**config.mk**
```make
export PLATFORM = sky130hd
export DESIGN_NAME = alu_seq
export DESIGN_NICKNAME = d
export VERILOG_FILES = /design/src/rtl/alu_seq.sv
export SDC_FILE = /design/constraint.sdc
export NUM_CORES = 1
export LEC_CHECK = 0
export CAP_MARGIN = 10
export CORE_MARGIN = 10
export CORE_UTILIZATION = 40
export CTS_CLUSTER_DIAMETER = 150
export CTS_CLUSTER_SIZE = 8
export DETAILED_ROUTE_END_ITERATION = 8
export PLACE_DENSITY = 0.64
export SYNTH_ARGS = -nofsm -noshare
export SYNTH_HDL_FRONTEND = slang
export SYNTH_SLANG_ARGS = --single-unit
export TNS_END_PERCENT = 100
```
**constraint.sdc**
```tcl
create_clock -name clk -period 1.2 [get_ports clk]
set_input_delay 0.24 -clock clk [delete_from_list [all_inputs] [get_ports clk]]
set_output_delay 0.24 -clock clk [all_outputs]
set_load 0.05 [all_outputs]
```
**src/rtl/alu_seq.sv**
```systemverilog
`timescale 1ns/1ps
// ---------------------------------------------------------------------------
// alu_seq
//   Clocked, handshaked ALU. A request (a, b, op) is taken when
//   in_valid && in_ready; the registered result (f plus carry/zero/err
//   flags) is presented with out_valid and held until the consumer asserts
//   out_ready. Single-cycle ops are ready one cycle after acceptance. With
//   the optional multiplier, op 000 runs a WIDTH_B-step shift-add multiply
//   and is ready WIDTH_B+1 cycles after acceptance.
//
// Configuration macro:
//   ALU_SEQ_MUL_EN  - builds the multi-cycle shift-add multiplier for op 000.
//                     When undefined, op 000 completes in one cycle with
//                     f=0, carry=0, zero=1, err=1.
//
// Ports:
//   clk        rising-edge clock
//   rst_n      asynchronous active-low reset
//   in_valid   request valid
//   in_ready   block can accept a request this cycle (combinational)
//   a          operand a, unsigned, WIDTH_A bits
//   b          operand b, unsigned, WIDTH_B bits
//   op         opcode: 000 MUL, 001 ADD, 010 SUB, 011 AND, 100 OR,
//              101 LT, 110 INCA, 111 INCB
//   out_valid  result valid
//   out_ready  consumer accepts the result
//   f          registered result, WIDTH_F bits
//   carry      carry / borrow / multiply-overflow flag
//   zero       f == 0
//   err        illegal opcode
// ---------------------------------------------------------------------------
module alu_seq #(
    parameter int WIDTH_A = 4,
    parameter int WIDTH_B = 5,
    parameter int WIDTH_F = 5
) (
    input  logic               clk,
    input  logic               rst_n,
    input  logic               in_valid,
    output logic               in_ready,
    input  logic [WIDTH_A-1:0] a,
    input  logic [WIDTH_B-1:0] b,
    input  logic [2:0]         op,
    output logic               out_valid,
    input  logic               out_ready,
    output logic [WIDTH_F-1:0] f,
    output logic               carry,
    output logic               zero,
    output logic               err
);

    // Operands are zero-extended one bit past the result so that bit WIDTH_F
    // carries the carry/borrow out of the single-cycle arithmetic ops.
    localparam int EXT_W = WIDTH_F + 1;

    localparam logic [2:0] OP_MUL  = 3'b000;
    localparam logic [2:0] OP_ADD  = 3'b001;
    localparam logic [2:0] OP_SUB  = 3'b010;
    localparam logic [2:0] OP_AND  = 3'b011;
    localparam logic [2:0] OP_OR   = 3'b100;
    localparam logic [2:0] OP_LT   = 3'b101;
    localparam logic [2:0] OP_INCA = 3'b110;
    localparam logic [2:0] OP_INCB = 3'b111;

    typedef enum logic [1:0] {
        IDLE = 2'd0,
        BUSY = 2'd1,
        DONE = 2'd2
    } state_t;

    state_t               state_q, state_d;
    logic                 out_valid_q, out_valid_d;
    logic [WIDTH_F-1:0]   f_q, f_d;
    logic                 carry_q, carry_d;
    logic                 zero_q, zero_d;
    logic                 err_q, err_d;

    logic [EXT_W-1:0]     a_ext, b_ext, alu_res;
    logic                 alu_carry_en, alu_err;
    logic [WIDTH_F-1:0]   alu_f;
    logic                 alu_carry;
    logic                 accept;

`ifdef ALU_SEQ_MUL_EN
    localparam int ACC_W = WIDTH_A + WIDTH_B;
    localparam int CNT_W = (WIDTH_B > 1) ? $clog2(WIDTH_B) : 1;

    logic [ACC_W-1:0]   acc_q, acc_d;
    logic [ACC_W-1:0]   a_sh_q, a_sh_d;
    logic [WIDTH_B-1:0] b_sh_q, b_sh_d;
    logic [CNT_W-1:0]   cnt_q, cnt_d;
    logic [ACC_W-1:0]   acc_step;
    logic               mul_last;
`endif

    // A new request can be taken when idle, or when the current result is
    // being consumed this very cycle (back-to-back operation).
    always_comb begin
        in_ready = (state_q == IDLE) || ((state_q == DONE) && out_ready);
        accept   = in_valid && in_ready;
    end

    // Single-cycle result for every opcode except MUL. Opcode 000 lands in
    // the default branch and reports err, which the multiplier build
    // overrides on completion.
    always_comb begin
        a_ext        = EXT_W'(a);
        b_ext        = EXT_W'(b);
        alu_res      = '0;
        alu_carry_en = 1'b0;
        alu_err      = 1'b0;
        case (op)
            OP_ADD: begin
                alu_res      = a_ext + b_ext;
                alu_carry_en = 1'b1;
            end
            OP_SUB: begin
                alu_res      = a_ext - b_ext;
                alu_carry_en = 1'b1;
            end
            OP_AND:  alu_res = a_ext & b_ext;
            OP_OR:   alu_res = a_ext | b_ext;
            OP_LT:   alu_res = EXT_W'(a_ext < b_ext);
            OP_INCA: begin
                alu_res      = a_ext + EXT_W'(1);
                alu_carry_en = 1'b1;
            end
            OP_INCB: begin
                alu_res      = b_ext + EXT_W'(1);
                alu_carry_en = 1'b1;
            end
            default: alu_err = 1'b1;
        endcase
        alu_f     = alu_res[WIDTH_F-1:0];
        alu_carry = alu_carry_en & alu_res[WIDTH_F];
    end

`ifdef ALU_SEQ_MUL_EN
    // One shift-add step; the final step's sum is also the product used to
    // form f and the overflow flag.
    always_comb begin
        acc_step = b_sh_q[0] ? (acc_q + a_sh_q) : acc_q;
        mul_last = (cnt_q == CNT_W'(WIDTH_B - 1));
    end
`endif

    // Next-state and next-output logic for the IDLE/BUSY/DONE controller.
    always_comb begin
        state_d     = state_q;
        out_valid_d = out_valid_q;
        f_d         = f_q;
        carry_d     = carry_q;
        zero_d      = zero_q;
        err_d       = err_q;
`ifdef ALU_SEQ_MUL_EN
        acc_d       = acc_q;
        a_sh_d      = a_sh_q;
        b_sh_d      = b_sh_q;
        cnt_d       = cnt_q;
`endif
        case (state_q)
            IDLE, DONE: begin
                if ((state_q == DONE) && out_ready) begin
                    state_d     = IDLE;
                    out_valid_d = 1'b0;
                end
                if (accept) begin
                    state_d     = DONE;
                    out_valid_d = 1'b1;
                    f_d         = alu_f;
                    carry_d     = alu_carry;
                    zero_d      = (alu_f == '0);
                    err_d       = alu_err;
`ifdef ALU_SEQ_MUL_EN
                    if (op == OP_MUL) begin
                        state_d     = BUSY;
                        out_valid_d = 1'b0;
                        acc_d       = '0;
                        a_sh_d      = ACC_W'(a);
                        b_sh_d      = b;
                        cnt_d       = '0;
                    end
`endif
                end
            end
`ifdef ALU_SEQ_MUL_EN
            BUSY: begin
                acc_d  = acc_step;
                a_sh_d = a_sh_q << 1;
                b_sh_d = b_sh_q >> 1;
                cnt_d  = cnt_q + CNT_W'(1);
                if (mul_last) begin
                    state_d     = DONE;
                    out_valid_d = 1'b1;
                    f_d         = WIDTH_F'(acc_step);
                    carry_d     = |(acc_step >> WIDTH_F);
                    zero_d      = (WIDTH_F'(acc_step) == '0);
                    err_d       = 1'b0;
                    cnt_d       = '0;
                end
            end
`endif
            default: begin
                state_d     = IDLE;
                out_valid_d = 1'b0;
            end
        endcase
    end

    // State and registered outputs; reset discards any operation in flight.
    always_ff @(posedge clk or negedge rst_n) begin
        if (!rst_n) begin
            state_q     <= IDLE;
            out_valid_q <= 1'b0;
            f_q         <= '0;
            carry_q     <= 1'b0;
            zero_q      <= 1'b0;
            err_q       <= 1'b0;
`ifdef ALU_SEQ_MUL_EN
            acc_q       <= '0;
            a_sh_q      <= '0;
            b_sh_q      <= '0;
            cnt_q       <= '0;
`endif
        end else begin
            state_q     <= state_d;
            out_valid_q <= out_valid_d;
            f_q         <= f_d;
            carry_q     <= carry_d;
            zero_q      <= zero_d;
            err_q       <= err_d;
`ifdef ALU_SEQ_MUL_EN
            acc_q       <= acc_d;
            a_sh_q      <= a_sh_d;
            b_sh_q      <= b_sh_d;
            cnt_q       <= cnt_d;
`endif
        end
    end

    always_comb begin
        out_valid = out_valid_q;
        f         = f_q;
        carry     = carry_q;
        zero      = zero_q;
        err       = err_q;
    end

endmodule

```
Word-level counts from Yosys, hierarchy flattened
Cells that the tools add are included.
{"block": "classes", "addsub": 4, "magnitude_cmp": 1, "mux": 9, "reduce_logical": 9, "n_bitwise": 3, "shifts": 0, "eq_ne": 9, "mul": 0, "n_div": 0}
{"operator": "$pmux 6 s7", "count": 1}
{"operator": "$eq 3x3->1 const B", "count": 4}
{"operator": "$reduce_or 7->1", "count": 1}
{"operator": "$add 4x5->6", "count": 1}
{"operator": "$add 5x1->6 const B", "count": 1}
{"operator": "$eq 3x2->1 const B", "count": 2}
{"operator": "$mux 2", "count": 3}
{"operator": "$sub 4x5->6", "count": 1}
{"operator": "$add 4x1->5 const B", "count": 1}
{"operator": "$and 4x5->5", "count": 1}
{"operator": "$logic_not 5->1", "count": 1}
{"operator": "$lt 4x5->1", "count": 1}
{"operator": "$mux 1", "count": 5}
{"operator": "$or 4x5->5", "count": 1}
{"operator": "$reduce_or 4->1", "count": 1}
{"operator": "$eq 3x1->1 const B", "count": 1}
{"operator": "$ne 3x3->1 const B", "count": 1}
{"operator": "$eq 2x2->1 const B", "count": 1}
{"operator": "$logic_and 1x1->1", "count": 2}
{"operator": "$logic_not 2->1", "count": 1}
{"operator": "$reduce_and 2->1", "count": 1}
{"operator": "$reduce_or 2->1", "count": 1}
{"operator": "$and 1x1->1", "count": 1}
{"operator": "$logic_or 1x1->1", "count": 1}
{"block": "word_totals", "ff_bits": 11, "ramBits": 0, "latchBits": 0, "out_inout_bits": 10, "input_bits": 16, "rom_bits": 0, "mem_count": 0, "word_cells": 41}

Logic depth before layout (Yosys ltp)
Gate-level depths: netlist (run 1).
{"block": "logic_depth", "ltp_word": 6, "mapped_depth": 12, "mapped_depth_nobuf": 10}

Worst setup path before layout (run 1)
No wires, ideal clock.
{"block": "synth_path", "path_type": "input port to flip-flop", "from": "input op[2]", "to": "register f_q[1] (netlist: f[1])", "stages": 10, "path_slack_ns": -1.047, "n_path_buf": 2, "setup_ns": 0.125, "t_arrival_ns": 2.122, "path_cell_list": "buf_6 -> buf_8 -> nand3_1 -> nand2_1 -> ha_1 -> inv_1 -> fa_1 -> mux2i_1 -> mux4_2 -> mux2_2"}
{"block": "synth_via", "elab_chain_cells": 2}
{"element": "from (decl)", "line": "43", "rtl": "input logic [2:0] op,"}
{"element": "$eq 3x3->1 (tied with other cells)", "line": "112", "rtl": "case (op)"}
{"element": "$pmux 6 s7 *", "line": "112"}
{"element": "to (signal assigned)", "line": "215", "rtl": "f_q <= '0;"}
{"element": "to (signal assigned)", "line": "228", "rtl": "f_q <= f_d;"}
{"element": "to (decl)", "line": "73", "rtl": "logic [WIDTH_F-1:0] f_q, f_d;"}
Every way passes the cells marked *; elsewhere a longest branch is shown, timed or not.
A chain may end at the register's enable or synchronous reset.

Worst setup path after layout (run 1)
{"block": "layout_path", "from": "input op[0]", "to": "register zero_q (netlist: zero)"}
{"block": "layout_via", "elab_chain_cells": 3}
{"element": "$eq 3x3->1 (tied with other cells)", "line": "112"}
{"element": "$pmux 6 s7 *", "line": "112"}
{"element": "$logic_not 5->1 *", "line": "172", "rtl": "zero_d = (alu_f == '0);"}
{"element": "to (signal assigned)", "line": "230", "rtl": "zero_q <= zero_d;"}
{"element": "to (decl)", "line": "75", "rtl": "logic zero_q, zero_d;"}
Marked as above.

==> impl_metrics.prom, run 1 <==
# TYPE chip_impl_metric gauge
chip_impl_info{name="status",value="finished with violations"} 1
chip_impl_info{name="failed_checks",value="setup timing"} 1
chip_impl_metric{name="synthArstFlopShare",unit="%"} 100
chip_impl_metric{name="io_pins",unit=""} 26
chip_impl_metric{name="relSlewSlack",unit="%"} 73.2
chip_impl_info{name="critical-path-slowest-cell",value="fa_2"} 1
chip_impl_info{name="cts_tree",value="yes"} 1
chip_impl_metric{name="power.share.switching",unit="%"} 39.2
chip_impl_metric{name="clockPowerShare",unit="%"} 12.9
chip_impl_metric{name="antenna_found_initial",unit=""} 0
chip_impl_metric{name="post_route_cells_drive_above_1_share",unit="%"} 58.8
chip_impl_metric{name="detail_route.wl_per_cell",unit="um"} 16.0
chip_impl_metric{name="crit_path_max_fanout",unit=""} 2
chip_impl_metric{name="htree_levels",unit=""} 1
chip_impl_metric{name="vias_in_the_first_global_route",unit=""} 1319
chip_impl_metric{name="sequentialPowerShare",unit="%"} 22.6
chip_impl_metric{name="p_per_area",unit="mW/mm2"} 816
chip_impl_metric{name="first_iter_violations",unit=""} 60
chip_impl_metric{name="drv.max_cap_violation_count",unit=""} 0
chip_impl_info{name="critical_path.startpoint_type",value="primary input"} 1
chip_impl_metric{name="instances_no_fill",unit=""} 235
chip_impl_metric{name="portBuffers",unit=""} 25
chip_impl_metric{name="seq_area_frac_synth",unit="%"} 18.9
chip_impl_metric{name="floorplan.die.width",unit="um"} 74.6
chip_impl_metric{name="synth_enable_flop_cells",unit=""} 0
chip_impl_metric{name="synth.ff_latch_count",unit=""} 9
chip_impl_metric{name="initial_utilization",unit="%"} 42.5
chip_impl_metric{name="synth.cell_area",unit="mm2"} 0.00119
chip_impl_metric{name="dr_total_vias",unit=""} 1239
chip_impl_metric{name="finalWirelength",unit="um"} 3770
chip_impl_metric{name="power.total",unit="mW"} 1.76
chip_impl_metric{name="combinationalPowerShare",unit="%"} 64.5
chip_impl_metric{name="least_setup_slack_across_all_paths_after_layout",unit="ns"} -0.711
chip_impl_info{name="synthFlopType",value="dfrtp_1"} 1
chip_impl_info{name="setup.worst_path.end_class",value="register"} 1
chip_impl_metric{name="worstMarginPinSlew",unit="ns"} 0.400
chip_impl_metric{name="clock_tree.buffer_depth",unit=""} 2
chip_impl_metric{name="ys.warnings.count",unit=""} 0
chip_impl_metric{name="worst_skew_pair.late_latency",unit="ns"} 0.25
chip_impl_info{name="netlist.top_cell.by_area",value="dfrtp_1"} 1
chip_impl_metric{name="core.rowCount",unit=""} 19
chip_impl_metric{name="slew_violations",unit=""} 0
chip_impl_metric{name="n_antenna_cell",unit=""} 0
chip_impl_metric{name="maximum_number_of_pins_on_one_net_before_global_route_repair",unit=""} 16
chip_impl_info{name="cts_root_buffer",value="clkbuf_4"} 1
chip_impl_metric{name="placed_cells",unit=""} 222
chip_impl_metric{name="netlist-cell-type-count",unit=""} 48
chip_impl_metric{name="place_hpwl",unit="um"} 2910
chip_impl_info{name="crit_chain",value="buf_8 -> nand3_4 -> nand2_4 -> ha_4 -> inv_2 -> fa_2 -> mux2i_1 -> mux4_2 -> nor4_2 -> a32o_2"} 1
chip_impl_info{name="yosys.cell_count.top_type",value="ha_1"} 1
chip_impl_metric{name="final_period_minus_worst_setup_slack",unit="ns"} 1.91
chip_impl_metric{name="drt.antenna.violating_nets",unit=""} 0
chip_impl_metric{name="numCtsBuffers",unit=""} 3
chip_impl_metric{name="finish.net_count",unit=""} 240
chip_impl_metric{name="power.switching",unit="uW"} 691
chip_impl_metric{name="fp.dieArea",unit="mm2"} 0.00557
chip_impl_metric{name="clk_pin_slew_worst_paths",unit="ns"} 0.06
chip_impl_metric{name="synth_nets",unit=""} 170
chip_impl_metric{name="core_region_area",unit="mm2"} 0.00281
chip_impl_metric{name="clock.fmax",unit="MHz"} 523
chip_impl_metric{name="vdd_ir_drop_max",unit="uV"} 323
chip_impl_metric{name="drt_pass1_iterations",unit=""} 4
chip_impl_metric{name="gr-total-overflow",unit=""} 0
chip_impl_metric{name="cp_data_required_time",unit="ns"} 1.40
chip_impl_metric{name="postSynthAreaPerCell",unit="um2"} 8.83
chip_impl_metric{name="setup_viol_count_final",unit=""} 10
chip_impl_metric{name="gpl.final_weighted_congestion",unit=""} 0.876
chip_impl_metric{name="area_growth",unit="%"} 81.2
chip_impl_metric{name="finalCritPeriodShare",unit="%"} 159
chip_impl_metric{name="worst_clock_skew",unit="ns"} 0.00168
chip_impl_metric{name="critPathArrivalTime",unit="ns"} 2.11
chip_impl_metric{name="power.static_leakage",unit="nW"} 0.983
chip_impl_metric{name="tritoncts_num_sinks",unit=""} 9
chip_impl_info{name="post_synth_main_area_contributors",value="dfrtp_1 (19%), ha_1 (18%), inv_1 (4.4%), fa_1 (3.4%), mux2i_1 (3.4%)"} 1
chip_impl_metric{name="cts_hold_buf",unit=""} 0
chip_impl_metric{name="drt-vias-per-instance",unit=""} 5.27
chip_impl_info{name="rsz0062_at_grt",value="yes"} 1
chip_impl_info{name="ys_top_cells_by_count",value="ha_1 (17), inv_1 (14), dfrtp_1 (9), nand2_1 (9), a21oi_1 (7)"} 1
chip_impl_metric{name="grt_pass1_wl",unit="um"} 6020
chip_impl_info{name="hold_path_class",value="in -> async"} 1
chip_impl_metric{name="die-height",unit="um"} 74.6
chip_impl_metric{name="globalRouteTotalUtil",unit="%"} 13.5
chip_impl_metric{name="synth_largest_type_area_fraction",unit="%"} 18.9
chip_impl_metric{name="final_hold_viol_count",unit=""} 0
chip_impl_metric{name="synth_cells",unit=""} 135
chip_impl_metric{name="worst_path_largest_cell_delay",unit="ns"} 0.53
chip_impl_metric{name="power.internal",unit="mW"} 1.07
chip_impl_metric{name="drt_drc_violations_left",unit=""} 0
chip_impl_info{name="setup.worst_path.class",value="in -> reg"} 1
==> path summary, 6_finish.rpt <==
check | from | end | slack, ns | cells past startpoint
max in group asynchronous | rst_n | out_valid$_DFFE_PN0P_ | 0.62 | 1
min in group clk | op[0] | err$_DFFE_PN0P_ | 0.34 | 3
worst max-delay path | op[0] | zero$_DFFE_PN0P_ | -0.71 | 10
worst min register to register | f[0]$_DFFE_PN0P_ | f[0]$_DFFE_PN0P_ | 0.55 | 2
worst max register to register | out_valid$_DFFE_PN0P_ | zero$_DFFE_PN0P_ | -0.37 | 5
worst min-delay path | rst_n | f[2]$_DFFE_PN0P_ | 0.28 | 1
==> through the flow <==
step	instance area [um2]	TNS, ns	setup WS [ns]	hold slack [ns]	utilization [%]
2_1_floorplan	1270	-4.96	-0.998	-0.0556	-
5_1_grt	2160	-4.46	-0.748	0.309	77.0
3_3_place_gp	1870	-8.99	-1.36	0.528	66.8
3_5_place_dp	1870	-9.26	-1.43	0.536	66.8
4_1_cts	2100	-3.88	-0.738	0.293	74.8
6_report	2160	-4.04	-0.711	0.277	77.0
==> what timing repair did <==
action                                  4_1_cts  5_1_grt
pin swaps                                    26       17
buffers inserted                              7        4
gates cloned                                  0        0
endpoints found under the setup margin        9        9
gates resized for setup                      86       11
==> critical path, delay by kind of cell <==
family	cells	cell delay, ns
compound gates	1	0.20
fa+ha+maj	2	0.66
buf+inv	2	0.11
mux	2	0.57
simple gates	3	0.33
==> layer usage <==
layer	GRT usage [%]	share of wire, %	vias to the layer above
li1	-	-	613
met1	14.8	37	580
met2	26.3	56	42
met3	2.53	5.6	4
met4	2.31	1.1	0
met5	0	0	-
==> power by group through the flow <==
stage | Clock, mW | Sequential, mW | Combinational (mW)
finish | 0.228 | 0.398 | 1.14
global route | 0.247 | 0.404 | 1.21
CTS | 0.227 | 0.398 | 1.09
detailed placement | 0 | 0.403 | 0.983
global placement | 0 | 0.401 | 0.962
floorplan | 0 | 0.538 | 0.372
==> layout by cell type (no fill, tap or decap), drive strengths merged, types with 2 or more instances in the layout <==
cell	instances
a21oi	7
and2	2
nand3	4
or2b	2
nor2	6
mux2i	4
ha	17
o21ai	6
clkdlybuf4s50	3
nand2b	5
nand2	9
clkbuf	4
a21boi	2
clkdlybuf4s15	3
o31ai	3
a211o	2
fa	2
nor2b	5
dlygate4sd2	2
xor2	3
dfrtp	9
inv	15
nor3	5
buf	63
xnor2	4
==> flip-flops by register name (all words and copies together), names as in the netlist <==
signal,flops
out_valid,1
carry,1
err,1
f,5
zero,1
==> area by class of cell <==
type,instances,area (um2)
fill,196,644
tap,31,38.8
multi-input combinational,105,1070
sequential,9,226
timing repair buffer,71,736
inverter,15,66.3
clock buffer,4,26.3
==> cells by family (layout without fill, tap and decap cells) <==
family / after synthesis / in the layout / synth area share (%)
xor gates and xnor gates: 7 / 7 / 5.77
AOI/OAI and AO/OA: 29 / 29 / 17.3
adders and majority gates: 19 / 19 / 21.2
muxes: 6 / 6 / 6.19
DFF: 9 / 9 / 18.9
buffers and inverters: 21 / 90 / 10.1
and+or+nand+nor: 44 / 44 / 20.6
Note: power is estimated with default switching activity, not from simulation.
==> inputs of run 2 (changes only) <==
--- a/config.mk
+++ b/config.mk
@@ -11,7 +11,9 @@
 export CTS_CLUSTER_DIAMETER = 150
 export CTS_CLUSTER_SIZE = 8
 export DETAILED_ROUTE_END_ITERATION = 8
-export PLACE_DENSITY = 0.64
+export DONT_BUFFER_PORTS = 1
+export PLACE_DENSITY = 0.52
+export RECOVER_POWER = 100
 export SYNTH_ARGS = -nofsm -noshare
 export SYNTH_HDL_FRONTEND = slang
 export SYNTH_SLANG_ARGS = --single-unit
==> run 2 against run 1 <==
The run still ends with setup timing left. Routed wire length shrank 18%. Final area down 25%. Non-clock buffer count down 41. Fmax up 6.2%. Critical path depth shrank 1. Worst hold slack got worse by 0.20 ns. Power down 23%. Critical path type unchanged. Largest cell class unchanged. Highest routed layer unchanged.
==> impl_metrics.prom, run 2 (synthesized netlist as in run 1, its figures left out) <==
# TYPE chip_impl_metric gauge
chip_impl_metric{name="final_hold_viol_count",unit=""} 0
chip_impl_metric{name="combinationalPowerShare",unit="%"} 47.5
chip_impl_info{name="critical_path.startpoint_type",value="primary input"} 1
chip_impl_metric{name="met3_usage",unit="%"} 2.13
chip_impl_info{name="hold_path_class",value="in -> reg"} 1
chip_impl_info{name="cts_root_buffer",value="clkbuf_4"} 1
chip_impl_metric{name="hold_ws",unit="ns"} 0.0765
chip_impl_metric{name="portBuffers",unit=""} 0
chip_impl_metric{name="power.static_leakage",unit="nW"} 0.742
chip_impl_info{name="status",value="finished with violations"} 1
chip_impl_metric{name="vias_in_the_first_global_route",unit=""} 1067
chip_impl_metric{name="relSlewSlack",unit="%"} 66.6
chip_impl_metric{name="first_iter_violations",unit=""} 33
chip_impl_metric{name="critPathArrivalTime",unit="ns"} 1.99
chip_impl_metric{name="power.total",unit="mW"} 1.35
chip_impl_metric{name="core_region_area",unit="mm2"} 0.00281
chip_impl_metric{name="worst_clock_skew",unit="ns"} 0.00576
chip_impl_metric{name="drv.max_cap_violation_count",unit=""} 0
chip_impl_metric{name="n_antenna_cell",unit=""} 0
chip_impl_metric{name="gr-total-overflow",unit=""} 0
chip_impl_metric{name="htree_levels",unit=""} 1
chip_impl_metric{name="initial_utilization",unit="%"} 42.5
chip_impl_metric{name="worstMarginPinSlew",unit="ns"} 0.501
chip_impl_metric{name="finalCritPeriodShare",unit="%"} 150
chip_impl_metric{name="io_pins",unit=""} 26
chip_impl_metric{name="fp.dieArea",unit="mm2"} 0.00557
chip_impl_info{name="top_usage_layer",value="met2"} 1
chip_impl_metric{name="p_per_area",unit="mW/mm2"} 829
chip_impl_metric{name="setup_viol_count_final",unit=""} 9
chip_impl_metric{name="postLayoutCoreUtil",unit="%"} 58.0
chip_impl_metric{name="drt-vias-per-instance",unit=""} 5.36
chip_impl_info{name="setup.worst_path.class",value="in -> reg"} 1
chip_impl_metric{name="core.rowCount",unit=""} 19
chip_impl_metric{name="clock.fmax",unit="MHz"} 556
chip_impl_metric{name="floorplan.die.width",unit="um"} 74.6
chip_impl_metric{name="largest_reg_flops",unit=""} 5
chip_impl_metric{name="crit_path_max_fanout",unit=""} 9
chip_impl_metric{name="instances_no_fill",unit=""} 194
chip_impl_metric{name="numCtsBuffers",unit=""} 3
chip_impl_metric{name="place_hpwl",unit="um"} 2650
chip_impl_metric{name="placed_cells",unit=""} 187
chip_impl_metric{name="dr_total_vias",unit=""} 1040
chip_impl_info{name="final_cell_mix",value="buf_4 (20), inv_1 (12), ha_1 (11)"} 1
chip_impl_metric{name="drt_drc_violations_left",unit=""} 0
chip_impl_metric{name="area_growth",unit="%"} 36.4
chip_impl_metric{name="cp_data_required_time",unit="ns"} 1.39
chip_impl_metric{name="power.internal",unit="uW"} 795
chip_impl_metric{name="power.switching",unit="uW"} 554
chip_impl_info{name="cts_tree",value="yes"} 1
chip_impl_info{name="rsz0062_at_grt",value="yes"} 1
chip_impl_metric{name="clock_tree.buffer_depth",unit=""} 2
chip_impl_info{name="setup.worst_path.end_class",value="register"} 1
chip_impl_info{name="layout.cells.most_common",value="buf_4"} 1
chip_impl_metric{name="maximum_number_of_pins_on_one_net_before_global_route_repair",unit=""} 17
chip_impl_metric{name="post_route_cells_drive_above_1_share",unit="%"} 42.9
chip_impl_metric{name="detail_route.wl_per_cell",unit="um"} 15.9
chip_impl_metric{name="reg2reg_setup_slack",unit="ns"} -0.39
chip_impl_metric{name="tritoncts_num_sinks",unit=""} 9
chip_impl_metric{name="drt.antenna.violating_nets",unit=""} 0
chip_impl_metric{name="drt_pass1_iterations",unit=""} 4
chip_impl_metric{name="vdd_ir_drop_max",unit="uV"} 264
chip_impl_metric{name="die-height",unit="um"} 74.6
chip_impl_metric{name="finalWirelength",unit="um"} 3080
chip_impl_info{name="failed_checks",value="setup timing"} 1
chip_impl_metric{name="clk_pin_slew_worst_paths",unit="ns"} 0.06
chip_impl_metric{name="grt_pass1_wl",unit="um"} 5130
chip_impl_metric{name="slew_violations",unit=""} 0
chip_impl_metric{name="power.share.switching",unit="%"} 41.1
chip_impl_metric{name="antenna_found_initial",unit=""} 0
chip_impl_metric{name="gr-usage-met1",unit="%"} 13.1
chip_impl_metric{name="ff2ff_path_depth",unit=""} 5
chip_impl_metric{name="holdPathStages",unit=""} 1
chip_impl_metric{name="globalRouteTotalUtil",unit="%"} 11.6
chip_impl_metric{name="final_period_minus_worst_setup_slack",unit="ns"} 1.80
chip_impl_metric{name="gpl.final_weighted_congestion",unit=""} 0.885
chip_impl_metric{name="clockPowerShare",unit="%"} 16.6
chip_impl_metric{name="grtUsageMet2",unit="%"} 21.8
chip_impl_metric{name="worst_skew_pair.late_latency",unit="ns"} 0.26
chip_impl_metric{name="least_setup_slack_across_all_paths_after_layout",unit="ns"} -0.599
chip_impl_metric{name="finish.net_count",unit=""} 199
chip_impl_metric{name="sequentialPowerShare",unit="%"} 35.9
run 2: changes by cell type in the layout (fill, tap and decap cells not counted), sizes merged:
cell and change:
clkdlybuf4s50 -3, clkbuf +3, buf -37, dlygate4sd2 -2
clkdlybuf4s15 -3, dlygate4sd3 +1
run 2: power by group through the flow:
stage | clock (mW) | combinational, mW | sequential, mW
finish | 0.223 | 0.641 | 0.484
CTS | 0.228 | 0.640 | 0.487
global route | 0.255 | 0.702 | 0.492
detailed placement | 0 | 0.566 | 0.493
global placement | 0 | 0.559 | 0.490
floorplan | 0 | 0.372 | 0.538
run 2: what timing repair did:
| action | CTS | global route |
|---|---|---|
| endpoints found under the hold margin | 9 | 0 |
| pin swaps | 13 | 16 |
| hold buffers | 1 | 0 |
| setup buffers | 1 | 1 |
| gates resized for setup | 25 | 7 |
| endpoints found under the setup margin | 9 | 9 |
run 2: worst paths after layout:
check / startpoint / to
min reg2reg: f[1]$_DFFE_PN0P_ / f[1]$_DFFE_PN0P_
min: op[2] / err$_DFFE_PN0P_
max: op[0] / zero$_DFFE_PN0P_
min in group asynchronous: rst_n / err$_DFFE_PN0P_
max in group asynchronous: rst_n / out_valid$_DFFE_PN0P_
max reg2reg: out_valid$_DFFE_PN0P_ / zero$_DFFE_PN0P_
run 2: area by class of cell:
cell class	instances	area, um2
multi-input cells	105	1020
clock buffers	4	26.3
flip-flops and latches	9	226
well taps	31	38.8
inverters	15	68.8
fillers	260	1180
repair buffers	30	244
run 2: per-layer routing:
layer / part of all wire (%) / wire (um)
met4: 0.68 / 21
met1: 42 / 1310
met5: 0 / 0
met3: 5.8 / 178
met2: 51 / 1580
run 2: through the flow:
step | setup slack [ns] | TNS (ns) | instance area (um2)
after CTS | -0.584 | -2.92 | 1600
final | -0.599 | -2.78 | 1630
after global routing | -0.636 | -3.25 | 1630
after global placement | -0.802 | -4.53 | 1450
after floorplan | -0.998 | -4.96 | 1270
after detailed placement | -0.859 | -4.75 | 1450
run 2: worst max-delay path: stages:
cell and delay (ns):
nand3_4 0.07, nand2_4 0.07, ha_4 0.13, inv_2 0.03, fa_2 0.53, mux2i_1 0.07, mux4_2 0.48, nor4_2 0.16
a32o_2 0.20
==> inputs of run 3 (changes only) <==
--- a/config.mk
+++ b/config.mk
@@ -7,12 +7,12 @@
 export LEC_CHECK = 0
 export CAP_MARGIN = 10
 export CORE_MARGIN = 10
-export CORE_UTILIZATION = 40
+export CORE_UTILIZATION = 57
 export CTS_CLUSTER_DIAMETER = 150
 export CTS_CLUSTER_SIZE = 8
 export DETAILED_ROUTE_END_ITERATION = 8
 export DONT_BUFFER_PORTS = 1
-export PLACE_DENSITY = 0.52
+export PLACE_DENSITY = 0.71
 export RECOVER_POWER = 100
 export SYNTH_ARGS = -nofsm -noshare
 export SYNTH_HDL_FRONTEND = slang
==> run 3 against run 2 <==
The flow still finishes with violations (setup timing). Flip-flop and latch count is the same. Cell count decreased by 2.6%. Global-route usage rose by 2.5 points. Sequential power about the same. Via count up 1.1%. Combinational power up 0.6%. Highest routed layer unchanged. Largest cell class unchanged.
==> impl_metrics.prom, run 3 (synthesized netlist as in run 1, its figures left out) <==
# TYPE chip_impl_metric gauge
chip_impl_metric{name="gr-total-overflow",unit=""} 0
chip_impl_metric{name="drt_pass1_iterations",unit=""} 4
chip_impl_metric{name="reg2reg_setup_slack",unit="ns"} -0.32
chip_impl_metric{name="power.static_leakage",unit="nW"} 0.728
chip_impl_metric{name="worst_path_largest_cell_delay",unit="ns"} 0.53
chip_impl_metric{name="setup_viol_count_final",unit=""} 9
chip_impl_metric{name="initial_utilization",unit="%"} 60.2
chip_impl_metric{name="globalRouteTotalUtil",unit="%"} 14.2
chip_impl_info{name="status",value="finished with violations"} 1
chip_impl_metric{name="power.share.switching",unit="%"} 41.3
chip_impl_metric{name="clock.fmax",unit="MHz"} 551
chip_impl_info{name="setup.worst_path.end_class",value="register"} 1
chip_impl_metric{name="clock_tree.buffer_depth",unit=""} 2
chip_impl_metric{name="ff2ff_path_depth",unit=""} 5
chip_impl_metric{name="vias_in_the_first_global_route",unit=""} 1067
chip_impl_info{name="cts_root_buffer",value="clkbuf_4"} 1
chip_impl_info{name="crit_path_end",value="zero$_DFFE_PN0P_"} 1
chip_impl_metric{name="final_instance_area",unit="mm2"} 0.00161
chip_impl_metric{name="area_growth",unit="%"} 34.7
chip_impl_metric{name="worst_skew_pair.late_latency",unit="ns"} 0.25
chip_impl_info{name="rsz0062_at_grt",value="yes"} 1
chip_impl_metric{name="drt_drc_violations_left",unit=""} 0
chip_impl_metric{name="antenna_found_initial",unit=""} 0
chip_impl_metric{name="numCtsBuffers",unit=""} 3
chip_impl_metric{name="worst_clock_skew",unit="ns"} 0.000830
chip_impl_info{name="setup.worst_path.class",value="in -> reg"} 1
chip_impl_metric{name="final_period_minus_worst_setup_slack",unit="ns"} 1.82
chip_impl_metric{name="htree_levels",unit=""} 1
chip_impl_metric{name="area_of_placed_instances",unit="mm2"} 0.00144
chip_impl_metric{name="power.total",unit="mW"} 1.35
chip_impl_metric{name="detail_route.wl_per_cell",unit="um"} 16.7
chip_impl_metric{name="drt.antenna.violating_nets",unit=""} 0
chip_impl_metric{name="relSlewSlack",unit="%"} 66.9
chip_impl_metric{name="dr_wl_met3",unit="um"} 209
chip_impl_metric{name="portBuffers",unit=""} 0
chip_impl_metric{name="gpl.final_weighted_congestion",unit=""} 0.864
chip_impl_metric{name="combinationalPowerShare",unit="%"} 47.8
chip_impl_metric{name="die-height",unit="um"} 65.7
chip_impl_info{name="rr_startpoint",value="out_valid$_DFFE_PN0P_"} 1
chip_impl_info{name="layout.cells.most_common",value="buf_4"} 1
chip_impl_metric{name="worstMarginPinSlew",unit="ns"} 0.497
chip_impl_metric{name="floorplan.die.width",unit="um"} 65.7
chip_impl_info{name="cts_tree",value="yes"} 1
chip_impl_metric{name="grt_pass1_wl",unit="um"} 4970
chip_impl_metric{name="tritoncts_num_sinks",unit=""} 9
chip_impl_metric{name="hold_ws",unit="ns"} 0.0898
chip_impl_info{name="r2r-end",value="zero$_DFFE_PN0P_"} 1
chip_impl_metric{name="instances_no_fill",unit=""} 189
chip_impl_metric{name="drv.max_cap_violation_count",unit=""} 0
chip_impl_metric{name="cp_data_required_time",unit="ns"} 1.39
chip_impl_metric{name="power.internal",unit="uW"} 791
chip_impl_metric{name="final_hold_viol_count",unit=""} 0
chip_impl_metric{name="finalWirelength",unit="um"} 3160
chip_impl_metric{name="fp.dieArea",unit="mm2"} 0.00432
chip_impl_metric{name="post_route_cells_drive_above_1_share",unit="%"} 40.7
chip_impl_info{name="failed_checks",value="setup timing"} 1
chip_impl_info{name="critical-path-slowest-cell",value="fa_2"} 1
chip_impl_metric{name="finish.net_count",unit=""} 198
chip_impl_info{name="final_cell_mix",value="buf_4 (18), ha_1 (12), inv_1 (11)"} 1
chip_impl_metric{name="critPathArrivalTime",unit="ns"} 2.00
chip_impl_metric{name="sequentialPowerShare",unit="%"} 36.0
chip_impl_metric{name="core.rowCount",unit=""} 16
chip_impl_metric{name="n_antenna_cell",unit=""} 0
chip_impl_metric{name="dr_total_vias",unit=""} 1051
chip_impl_metric{name="power.switching",unit="uW"} 557
chip_impl_info{name="beginning_of_the_critical_path",value="op[0]"} 1
chip_impl_info{name="hold_path_class",value="in -> reg"} 1
chip_impl_metric{name="slew_violations",unit=""} 0
chip_impl_metric{name="clk_pin_slew_worst_paths",unit="ns"} 0.05
chip_impl_metric{name="drt-vias-per-instance",unit=""} 5.56
chip_impl_metric{name="place_hpwl",unit="um"} 2520
chip_impl_metric{name="p_per_area",unit="mW/mm2"} 839
chip_impl_info{name="crit_chain",value="nand3_4 -> nand2_4 -> ha_4 -> inv_2 -> fa_2 -> mux2i_1 -> mux4_2 -> nor4_4 -> a32o_1"} 1
chip_impl_metric{name="met2_length",unit="um"} 1680
chip_impl_info{name="critical_path.startpoint_type",value="primary input"} 1
chip_impl_metric{name="placed_cells",unit=""} 183
chip_impl_metric{name="postLayoutCoreUtil",unit="%"} 81.1
chip_impl_metric{name="worst-path-buf-inv",unit=""} 1
chip_impl_info{name="worst_path_dominant_cell_family",value="adder cells"} 1
chip_impl_metric{name="critical_path_depth",unit=""} 9
chip_impl_info{name="top_routing_layer_in_use",value="met4"} 1
chip_impl_metric{name="layout.filler_cells",unit=""} 128
chip_impl_metric{name="least_setup_slack_across_all_paths_after_layout",unit="ns"} -0.616
chip_impl_metric{name="first_iter_violations",unit=""} 41
chip_impl_metric{name="crit_path_max_fanout",unit=""} 9
chip_impl_metric{name="largest_reg_flops",unit=""} 5
chip_impl_metric{name="core_region_area",unit="mm2"} 0.00198
chip_impl_metric{name="wirelength_met1",unit="um"} 1240
chip_impl_metric{name="vdd_ir_drop_max",unit="uV"} 613
chip_impl_metric{name="maximum_number_of_pins_on_one_net_before_global_route_repair",unit=""} 17
chip_impl_metric{name="clockPowerShare",unit="%"} 16.2
chip_impl_metric{name="finalCritPeriodShare",unit="%"} 151
chip_impl_metric{name="io_pins",unit=""} 26
## run 3: timing repair
action / 4_1_cts / 5_1_grt
endpoints found under the setup margin: 9 / 9
buffers inserted: 0 / 1
hold buffers: 1 / 0
hold endpoints to repair: 9 / 0
pin swaps: 3 / 14
resized for setup: 10 / 18
## run 3: how the worst min path moves through the flow
stage,cells past startpoint,slack (ns),to,startpoint
2_1_floorplan,0,-0.06,carry$_DFFE_PN0P_,rst_n
3_3_place_gp,0,-0.06,err$_DFFE_PN0P_,rst_n
3_5_place_dp,0,-0.06,err$_DFFE_PN0P_,rst_n
4_1_cts,1,0.08,err$_DFFE_PN0P_,op[2]
5_1_grt,1,0.09,err$_DFFE_PN0P_,op[2]
6_report,1,0.09,err$_DFFE_PN0P_,op[2]
## run 3: area by class of cell
type                            count  area (um2)  share of cell area, %
Clock buffer                        4        26.3                   1.64
Tap cell                           27        33.8                   2.10
Inverter                           15        67.6                   4.21
Timing Repair Buffer               29         243                   15.1
Sequential cell                     9         226                   14.1
Multi-Input combinational cell    105        1010                   62.9
## run 3: through the flow
stage / setup WS, ns / TNS, ns
final: -0.616 / -3.19
after global routing: -0.706 / -3.79
after CTS: -0.613 / -2.94
after detailed placement: -0.890 / -4.75
after global placement: -0.789 / -4.49
after floorplan: -0.998 / -4.96
## run 3: power groups by stage
| stage | Combinational (mW) | Clock [mW] | Sequential [mW] |
|---|---|---|---|
| after floorplan | 0.372 | 0 | 0.538 |
| after global placement | 0.555 | 0 | 0.489 |
| after detailed placement | 0.567 | 0 | 0.494 |
| after CTS | 0.597 | 0.229 | 0.488 |
| after global routing | 0.703 | 0.235 | 0.491 |
| final | 0.645 | 0.218 | 0.485 |
## run 3: worst reg2reg max path: stages, from the launching register on
cell and delay, ns:
dfrtp_2 0.39, or2b_2 0.18, o2111ai_1 0.12, a311o_1 0.35, nor4_4 0.23, a32o_1 0.20
## run 3: layer usage
| metal | up-vias | global-route usage [%] |
|---|---|---|
| li1 | 526 | - |
| met1 | 499 | 16.3 |
| met2 | 22 | 24.9 |
| met3 | 4 | 3.39 |
| met4 | 0 | 4.81 |
| met5 | - | 0 |
